**src/rtl/alu_issue_ctrl.sv**
```systemverilog
// alu_issue_ctrl
//   Sequencer that replays a small program store into the bit8ALU command
//   port. Each instruction is fetched, issued with alu_write high, held for
//   WAIT_CYCLES cycles, then the ALU result is captured into a result log
//   (last result, carry count, XOR checksum).
//
// Ports
//   clk, rst_n       : system clock (rising edge), async active-low reset
//   prog_we/addr/data: program store write port (IDLE/DONE only)
//   prog_len, start  : run request; prog_len sampled with start in IDLE
//   busy, done       : run status; done is a one-cycle end-of-run pulse
//   alu_*            : command fields to the ALU, zero when not issuing
//   alu_zout/carry   : ALU result, sampled in CAPTURE
//   issued_cnt, carry_cnt, checksum, last_zout : result log
module alu_issue_ctrl #(
    parameter int DEPTH       = 16,
    parameter int AW          = 4,
    parameter int WAIT_CYCLES = 2
) (
    input  logic          clk,
    input  logic          rst_n,
    input  logic          prog_we,
    input  logic [AW-1:0] prog_addr,
    input  logic [22:0]   prog_data,
    input  logic [AW:0]   prog_len,
    input  logic          start,
    output logic          busy,
    output logic          done,
    output logic [3:0]    alu_addr1,
    output logic [3:0]    alu_addr2,
    output logic [3:0]    alu_rd,
    output logic [2:0]    alu_func,
    output logic [7:0]    alu_memaddr,
    output logic          alu_write,
    input  logic [7:0]    alu_zout,
    input  logic          alu_carry,
    output logic [AW:0]   issued_cnt,
    output logic [AW:0]   carry_cnt,
    output logic [7:0]    checksum,
    output logic [7:0]    last_zout
);

    typedef struct packed {
        logic [2:0] func;
        logic [3:0] addr1;
        logic [3:0] addr2;
        logic [3:0] rd;
        logic [7:0] memaddr;
    } instr_t;

    typedef enum logic [2:0] {
        S_IDLE, S_FETCH, S_ISSUE, S_WAIT, S_CAPTURE, S_DONE
    } state_t;

    localparam logic [AW:0] DEPTH_V = (AW+1)'(DEPTH);
    localparam logic [2:0]  W_LAST  = 3'(WAIT_CYCLES - 1);
    localparam logic [AW:0] ONE     = (AW+1)'(1);

    state_t        state, state_nx;
    instr_t        store [DEPTH];
    instr_t        instr_q;
    logic [AW-1:0] pc;
    logic [AW:0]   len_q;
    logic [2:0]    wcnt;
    logic          last_instr;
    logic          drive;
    logic [AW:0]   len_clamped;

    assign len_clamped = (prog_len > DEPTH_V) ? DEPTH_V : prog_len;
    assign last_instr  = ({1'b0, pc} == (len_q - ONE));

    // Program store: no reset so a mid-run abort keeps the loaded program.
    // Writes are accepted only while no program is running.
    always_ff @(posedge clk) begin
        if (prog_we && (state == S_IDLE || state == S_DONE))
            store[prog_addr] <= instr_t'(prog_data);
    end

    always_ff @(posedge clk or negedge rst_n) begin
        if (!rst_n) state <= S_IDLE;
        else        state <= state_nx;
    end

    always_comb begin
        state_nx = state;
        case (state)
            S_IDLE:    if (start) state_nx = (prog_len == '0) ? S_DONE : S_FETCH;
            S_FETCH:   state_nx = S_ISSUE;
            S_ISSUE:   state_nx = S_WAIT;
            S_WAIT:    if (wcnt == W_LAST) state_nx = S_CAPTURE;
            S_CAPTURE: state_nx = last_instr ? S_DONE : S_FETCH;
            S_DONE:    state_nx = S_IDLE;
            default:   state_nx = S_IDLE;
        endcase
    end

    always_ff @(posedge clk or negedge rst_n) begin
        if (!rst_n) begin
            pc         <= '0;
            len_q      <= '0;
            wcnt       <= '0;
            instr_q    <= '0;
            issued_cnt <= '0;
            carry_cnt  <= '0;
            checksum   <= '0;
            last_zout  <= '0;
        end else begin
            case (state)
                S_IDLE: begin
                    // A zero-length start also clears the log before DONE.
                    if (start) begin
                        len_q      <= len_clamped;
                        pc         <= '0;
                        issued_cnt <= '0;
                        carry_cnt  <= '0;
                        checksum   <= '0;
                        last_zout  <= '0;
                    end
                end
                S_FETCH: instr_q <= store[pc];
                S_ISSUE: wcnt <= '0;
                S_WAIT:  wcnt <= wcnt + 3'd1;
                S_CAPTURE: begin
                    last_zout  <= alu_zout;
                    checksum   <= checksum ^ alu_zout;
                    issued_cnt <= issued_cnt + ONE;
                    if (alu_carry) carry_cnt <= carry_cnt + ONE;
                    if (!last_instr) pc <= pc + AW'(1);
                end
                default: ;
            endcase
        end
    end

    // Command fields are gated by state so they fall to zero asynchronously
    // on reset and outside the issue/hold/capture window.
    assign drive = (state == S_ISSUE) || (state == S_WAIT) || (state == S_CAPTURE);

    always_comb begin
        alu_func    = '0;
        alu_addr1   = '0;
        alu_addr2   = '0;
        alu_rd      = '0;
        alu_memaddr = '0;
        if (drive) begin
            alu_func    = instr_q.func;
            alu_addr1   = instr_q.addr1;
            alu_addr2   = instr_q.addr2;
            alu_rd      = instr_q.rd;
            alu_memaddr = instr_q.memaddr;
        end
    end

    // Write is dropped in CAPTURE so the ALU result is stable when sampled.
    assign alu_write = (state == S_ISSUE) || (state == S_WAIT);
    assign busy      = (state == S_FETCH) || drive;
    assign done      = (state == S_DONE);

endmodule

```
**config.mk**
```make
export PLATFORM = sky130hd
export DESIGN_NAME = alu_issue_ctrl
export DESIGN_NICKNAME = d
export VERILOG_FILES = /design/src/rtl/alu_issue_ctrl.sv
export SDC_FILE = /design/constraint.sdc
export NUM_CORES = 1
export LEC_CHECK = 0
export CORE_MARGIN = 2
export CORE_UTILIZATION = 59
export DETAILED_ROUTE_END_ITERATION = 10
export PLACE_DENSITY = 0.79
export REMOVE_ABC_BUFFERS = 1
export SYNTH_ARGS = -nofsm -noshare
export SYNTH_HDL_FRONTEND = slang
export SYNTH_SLANG_ARGS = --single-unit
```
**constraint.sdc**
```tcl
create_clock -name clk -period 3.7 [get_ports clk]
set_input_delay 0.555 -clock clk [delete_from_list [all_inputs] [get_ports clk]]
set_output_delay 0.555 -clock clk [all_outputs]
set_load 0.1 [all_outputs]
```
**Yosys cells after proc, flatten, opt, wreduce, memory -nomap -nowiden**

Memory sizes are Yosys's and may differ from the RTL's. A register that Yosys moved wholly into a read port is not among the register bits.
Cells that the tools add are included.

- Memory bits (writable): 368
- Register bits after elaboration: 41
- Input bits: 45
- Memories kept: 1
- Logic and storage cells: 66

- Equal/unequal tests: 11
- Bitwise operators: 1
- Add/subtract/negate cells: 5
- Magnitude comparators: 1
- Mux-type cells: 24
- Reduce and logical (&&, ||, !) cells: 15

Memories:

| memory | depth | bits a word | rd ports | clocked after Yosys merged registers in | write ports | RTL line | source |
|---|---|---|---|---|---|---|---|
| store | 16 | 23 | 1 | 1 | 1 | 60 | `instr_t store [DEPTH];` |

Operators with widths:

| kind | count |
|---|---|
| $pmux W8 S2 | 2 |
| $mux W4 | 5 |
| $pmux W5 S2 | 2 |
| $mux W8 | 2 |
| $mux W3 | 5 |
| $mux W5 | 3 |
| $pmux W3 S5 | 1 |
| $add A5 B1 Y5 const B | 2 |
| $ne A2 B2 Y1 const B | 4 |
| $pmux W4 S2 | 1 |
| $xor A8 B8 Y8 | 1 |
| $eq A3 B1 Y1 const B | 2 |
| $eq A3 B2 Y1 const B | 2 |
| $eq A3 B3 Y1 const B | 2 |
| $pmux W3 S2 | 1 |
| $reduce_and A2 Y1 | 3 |
| $reduce_and A3 Y1 | 2 |
| $eq A4 B5 Y1 | 1 |
| $gt A5 B5 Y1 const B | 1 |
| $logic_not A5 Y1 | 1 |
| $sub A5 B1 Y5 const B | 1 |
| $add A4 B1 Y4 const B | 1 |
| $logic_or A1 B1 Y1 | 4 |
| $reduce_bool A2 Y1 | 2 |
| other kinds (5) | 6 |

**Logic depth before layout (Yosys ltp)**

Gate-level depths: netlist of the first run.

- Depth after elaboration: 5
- Depth in mapped cells: 8
- Depth with buffers taken out: 7

**Least setup slack after synthesis of the first run**

OpenSTA, ideal clock, no wires.

- Path type: register to output
- Start point: register state[2]
- End point: output port alu_addr2[0]
- Cell stages (with the launch flop): 7
- Arrival: 3.188 ns
- Path buffers: 2
- Setup slack: -0.043 ns
- Data required time: 3.145 ns
- Cell sequence: dfrtp_1 -> buf_2 -> nand2b_1 -> inv_1 -> nor2_1 -> clkbuf_1 -> nor2b_1

- Cells in the longest elaborated chain, start to end: 4
- Elaborated cells between the ends (all ways): 6
- Those cells by class: 3 x eq/ne; 1 x mux; 2 x reduce/logical

Ends and longest elaborated chain:

| element | RTL line | source |
|---|---|---|
| start: declaration | 59 | `state_t state, state_nx;` |
| start signal: assignment | 81 | `else state <= state_nx;` |
| $eq A3 B2 Y1 | n/a |  |
| $logic_or A1 B1 Y1 (*) | n/a |  |
| via alu_write | 34 | `output logic alu_write,` |
| $logic_or A1 B1 Y1 (*) | 137 | `assign drive = (state == S_ISSUE) \|\| (state == S_WAIT) \|\| (state == S_CAPTURE);` |
| $mux W4 (*) | 145 | `if (drive) begin` |
| end: declaration | 30 | `output logic [3:0] alu_addr2,` |

Mark *: on every way through the listed nets, which the timed path passes. The rest lies on a longest branch.

**Final worst setup path of the first run**

- Start point: register state[0]
- End point: output port done

- Cells in the longest elaborated chain, start to end: 1

Ends and longest elaborated chain:

| element | RTL line | source |
|---|---|---|
| $eq A3 B3 Y1 | 157 | `assign done = (state == S_DONE);` |
| end: declaration | 28 | `output logic done,` |

Every way passes these cells.

==> run metrics, run 1 <==
outcome=finished, final reports clean; leakage dissipation=6.66 nW; net switching power=4.95 mW; power per cell area=722 nW/µm²; gr usage total=23.4%; synth-to-layout area growth=15.9%; Post-DRT Antenna Nets=0; placed cells=1335; Final Hold Fails=0; internal power consumption=9.36 mW; Distinct cells, synth=41; # diodes=0; Synth Cell Area=17100 µm²; drt drc=0; register-to-register path setup slack=1.01 ns; Critical-path top delay cell=clkdlybuf4s50_1; post-CTS sizing=0; Post-synth top cells=edfxtp_1, dfrtp_1, mux4_2; Seq/Total Area, Yosys=74.0%; Tmin final=2.97 ns; Slew @ Worst Pin=1.10 ns; final period utilization=80.2%; Buf/Inv on CP=1; Overflow after GRT=0; Post-synth top flop=edfxtp_1; worst skew pair latency=0.53 ns; Startpoint Class=flip-flop; final WL=34800 µm; cell family contributing the most delay on the critical path=buffers and inverters; register share of total power=41.9%; worst clock skew=0.0175 ns; final slew viol count=0; Ys Warns=0; # rows=62; crit path max fanout=10; Crit Reg-Reg Endpoint=instr_q[20]; initial antenna violation count=1; Achievable Freq=0.337 GHz; R2R depth=4; Die Y=174 µm; Critical Path, Cell by Cell=and3b_1, clkdlybuf4s50_1; Via-to-Cell Ratio=6.22; CP Depth=2; min-delay worst type=input port to async pin; share of Yosys cell area claimed by the top area cell type=64.7%; layout cells sized above 1=20.7%; Post-synth ARST share=14.8%; die area=30300 µm²; Boundary Pins=97; worst r2r src=pc[3]; cell type with the largest total area after synthesis=edfxtp_1; crit path capture type=primary output; Post-Synthesis Cells=869; nets@finish=1046; Clk network pwr share=27.1%; DR iter-0 viols=759; total number of vias=8755; first-pass GRT wire length=52900 µm; dominant cells by area after synthesis=edfxtp_1, dfrtp_1, mux4_2; largest net degree at the start of global routing=73; Syn Area/Cell=19.7 µm²; number of max-cap violations=0; hold slack=0.170 ns; CTS tree=done; Max VDD drop=0.492 mV; Non-Filler Instances=1408; clock slew at reported path FFs=0.06 ns; Port Buffer Count=96; Hold Buf Count CTS=0; FF+latch count, synth=432; relative slew slack=26.8%; Arr. time, crit path=2.41 ns; setup slack after layout=0.732 ns; Worst EP required=3.14 ns; post-CTS setup buffer count=0; DP Worst Slack=0.994 ns; clock buffer depth=3; Sw Share=34.6%; post-DP HPWL=19600 µm; final setup TNS=0 ns; combinational cell fraction of total power=31.0%; fillcell total=1739; RSZ-0062 raised after global routing=false; CP Class=flip-flop to primary output; Root Buffer=clkbuf_16; Die X-Extent=174 µm; Largest stage delay, worst path=1.14 ns; Routability Congestion=0.768; most frequent cell after synthesis=edfxtp_1; vias in the first global route=8928; Initial Util=59.7%; Core Region=28600 µm²; drt pass-1 iters=7; WL/cell=24.7 µm; # clock sinks=432; CTS buffer count=42; H-tree depth=2; Final setup viols=0; EDFF count, synth=368
cell usage in the layout (no fill, tap or decap), drive strengths merged, types with 22 or more instances in the layout:
cell type	synthesis	layout
a221o	22	22
buf	30	60
clkbuf	18	59
clkdlybuf4s50	0	70
dfrtp	64	64
edfxtp	368	368
mux2	22	22
mux2i	27	27
mux4	92	92
nand2	51	51
nor2	26	26
nor2b	23	23
nor3	31	31
metrics by stage:
step                      util [%]  instance area [µm²]  power [mW]
after floorplan                  -                16800        9.42
after global placement        64.9                18600        10.5
after detailed placement      64.9                18600        10.5
after CTS                     69.2                19800        14.4
after global routing          69.2                19800        14.8
final                         69.2                19800        14.3
logic make-up after synthesis:
logic type      Yosys count  share of synthesized area, %
compound gates           54                          2.34
xor+xnor                  9                         0.461
fa+ha+maj                 6                         0.439
buf+inv                  56                          1.75
flops                   432                          74.0
mux                     141                          16.0
simple gates            171                          5.00
worst reg2reg max path, stage by stage (launching register included):
cell and delay (ns):
dfrtp_1 0.87, inv_1 0.37, nor2_2 0.79, buf_4 0.38
a221o_1 0.21
metal layers:
layer	global-route usage [%]	up-vias	part of all wire [%]
li1	-	3779	-
met1	33.3	4540	42
met2	38.3	396	49
met3	3.72	40	7.0
met4	6.48	0	1.8
met5	0	-	0
area by class of cell:
cell class | count | area, µm² | area share (%)
Clock buffer | 59 | 1180 | 5.94
Sequential cell | 432 | 12700 | 63.9
Timing Repair Buffer | 130 | 1190 | 6.00
Multi-Input combinational cell | 381 | 4200 | 21.2
Inverter | 8 | 30.0 | 0.152
Tap cell | 384 | 480 | 2.43
Clock inverter | 14 | 66.3 | 0.335
registers in the layout, indices dropped and copies added (netlist names):
signal	count
pc	4
instr_q	23
len_q	5
issued_cnt	5
state	3
last_zout	8
checksum	8
wcnt	3
carry_cnt	5
store	368
power groups by stage:
stage	logic, mW	clock network [mW]	registers [mW]
5_1_grt	4.66	4.12	6.05
4_1_cts	4.48	3.94	6.00
3_3_place_gp	4.38	0	6.08
2_1_floorplan	2.73	0	6.69
6_report	4.44	3.87	6.00
3_5_place_dp	4.45	0	6.09
worst max-delay path by stage:
stage,start,end,slack (ns)
after floorplan,state[2],alu_addr1[0],-0.62
after global placement,prog_we,store[7][5],1.01
after detailed placement,prog_we,store[7][11],0.99
after CTS,state[2],busy,0.69
after global routing,state[2],busy,0.59
final,state[0],done,0.73
Power figures use the tool's default switching activity.
==> run 2, diff against run 1 <==
--- a/config.mk
+++ b/config.mk
@@ -6,9 +6,9 @@
 export NUM_CORES = 1
 export LEC_CHECK = 0
 export CORE_MARGIN = 2
-export CORE_UTILIZATION = 59
+export CORE_UTILIZATION = 54
 export DETAILED_ROUTE_END_ITERATION = 10
-export PLACE_DENSITY = 0.79
+export PLACE_DENSITY = 0.76
 export REMOVE_ABC_BUFFERS = 1
 export SYNTH_ARGS = -nofsm -noshare
 export SYNTH_HDL_FRONTEND = slang
==> constraint.sdc (replaced) <==
create_clock -name clk -period 2.5 [get_ports clk]
set_input_delay 0.375 -clock clk [delete_from_list [all_inputs] [get_ports clk]]
set_output_delay 0.375 -clock clk [all_outputs]
set_load 0.1 [all_outputs]
==> run 2 against run 1 <==
Against the previous run: clock power is 64% higher; sequential cell count stayed put; first-iteration DRC count is 9.6% lower; wire length increased by 3.4%; sequential power grew 45%.
==> run metrics, run 2 (same netlist as run 1, synthesis figures left out) <==
synth-to-layout area growth=20.1%; leakage dissipation=7.00 nW (+5.1%); Most flops, register=store; clock slew at reported path FFs=0.06 ns (about the same); final period utilization=96.5%; Achievable Freq=0.415 GHz; Max VDD drop=0.673 mV (+37%); gr usage total=22.4% (-0.98 points); total number of vias=8933 (+2.0%); worst r2r src=pc[0]; crit path max fanout=16 (+6); worst clock skew=0.0216 ns (+0.00408 ns); Worst EP required=2.12 ns (-1.02 ns); fillcell total=1992 (+15%); Via-to-Cell Ratio=6.17 (-0.79%); Non-Filler Instances=1448 (+2.8%); Slew @ Worst Pin=0.734 ns (-0.365 ns); CTS buffer count=42 (unchanged); drt pass-1 iters=4 (-3); commonest non-fill, non-tap cell in the layout=edfxtp_1; power per cell area=1100 nW/µm² (+52%); Boundary Pins=97 (unchanged); H-tree depth=2 (unchanged); final WL=36000 µm (+3.4%); Routability Congestion=0.751 (-2.2%); first-pass GRT wire length=55200 µm (+4.4%); layout cells sized above 1=27.7% (+7.0 points); die area=33100 µm² (+9.0%); Die Y=182 µm (+4.4%); number of max-cap violations=0 (unchanged); Port Buffer Count=96 (unchanged); R2R depth=4 (unchanged); largest net degree at the start of global routing=39 (-47%); Startpoint Class=flip-flop; Crit Reg-Reg Endpoint=instr_q[6]; CTS tree=done; # diodes=0 (unchanged); clock buffer depth=3 (unchanged); most frequent cells in the layout=edfxtp_1, buf_4, dfrtp_1; outcome=finished, final reports clean; Overflow after GRT=0 (unchanged); register-to-register path setup slack=0.33 ns (-0.68 ns); post-DP HPWL=20700 µm (+5.8%); drt drc=0 (unchanged); initial antenna violation count=0 (-1); post-CTS setup buffer count=0 (unchanged); Initial Util=54.4% (-5.3 points); Arr. time, crit path=2.04 ns (-0.37 ns); placed cells=1370 (+2.6%); # rows=65 (+4.8%); Root Buffer=clkbuf_16; min-delay worst type=input port to async pin; DP Worst Slack=0.311 ns (-0.684 ns); Crit. Startpoint=state[0]; DR iter-0 viols=686 (-9.6%); Die X-Extent=182 µm (+4.4%); RSZ-0062 raised after global routing=true; WL/cell=24.9 µm (+0.53%); Setup crit end=busy; relative slew slack=50.9% (+24 points); setup slack after layout=0.0880 ns (-0.644 ns); Tmin final=2.41 ns; crit path capture type=primary output; CP Class=flip-flop to primary output; Final Hold Fails=0 (unchanged); Final setup viols=0 (unchanged); nets@finish=1064 (+1.7%); biggest regs=store x368, instr_q x23; worst skew pair latency=0.54 ns (about the same); # clock sinks=432 (unchanged); vias in the first global route=9149 (+2.5%); final slew viol count=0 (unchanged); max FFs per register=368 (unchanged); Core Region=31400 µm² (+9.7%); Post-DRT Antenna Nets=0 (unchanged)
==> run 2: changes by cell type in the layout (fill, tap and decap cells not counted), moves of 6 or more <==
cell | before | now
buf_4 | 57 | 67
clkinvlp_4 | 0 | 7
buf_12 | 3 | 35
clkbuf_1 | 12 | 6
nor2b_2 | 0 | 13
nor2b_1 | 23 | 5
clkdlybuf4s50_1 | 70 | 43
==> run 2: worst max-delay path, stage by stage, from the launching register on <==
cell and delay (ns):
dfrtp_1 0.54, or3b_4 0.59, nand2_1 0.19, buf_12 0.19
==> run 2: what timing repair did <==
| action | 4_1_cts | 5_1_grt |
|---|---|---|
| resized for setup | 5 | 23 |
| hold buffers | 1 | 0 |
| hold endpoints to repair | 34 | 0 |
| setup endpoints to repair | 19 | 24 |
==> run 2: worst min path at each step <==
stage / start / to / slack (ns) / cells after the start
after floorplan: rst_n / carry_cnt[0] / 0.08 / 0
after global placement: rst_n / checksum[5] / 0.37 / 1
after detailed placement: rst_n / checksum[5] / 0.37 / 1
after CTS: rst_n / instr_q[2] / 0.35 / 2
after global routing: rst_n / checksum[5] / 0.40 / 2
final: rst_n / checksum[5] / 0.35 / 2
==> run 2: power breakdown <==
| part | switching [mW] | internal [mW] | leakage [nW] |
|---|---|---|---|
| sequential | 0.399 | 8.29 | 4.14 |
| clock | 2.63 | 3.72 | 0.664 |
| combinational | 4.64 | 2.92 | 2.19 |
==> run 2: stage by stage <==
stage	area [µm²]	hold WS, ns	TNS [ns]	power [mW]	util, %
after global placement	19000	0.372	0	16.1	60.7
after CTS	20500	0.355	-0.219	22.6	65.2
after global routing	20500	0.401	-0.00971	23.4	65.4
after detailed placement	19000	0.374	0	16.2	60.7
after floorplan	16800	0.0794	-124.65	13.9	-
final	20500	0.352	0	22.6	65.4
==> run 2: final cells by class <==
cell class / count / area [µm²] / share of cell area, %
sequential: 432 / 12700 / 61.7
multi-input combinational: 381 / 4270 / 20.8
timing repair buffer: 148 / 1670 / 8.12
clock buffer: 50 / 1110 / 5.42
tap: 402 / 503 / 2.45
clock inverter: 27 / 283 / 1.38
inverter: 8 / 30.0 / 0.146
==> run 2: layer usage <==
layer  wire, µm  vias to the layer above  global-route usage (%)
met3       2670                       65                    4.03
met5          0                        -                       0
met1      15000                     4626                    32.0
met2      17600                      414                    36.4
met4        790                        0                    5.74
li1           -                     3828                       -
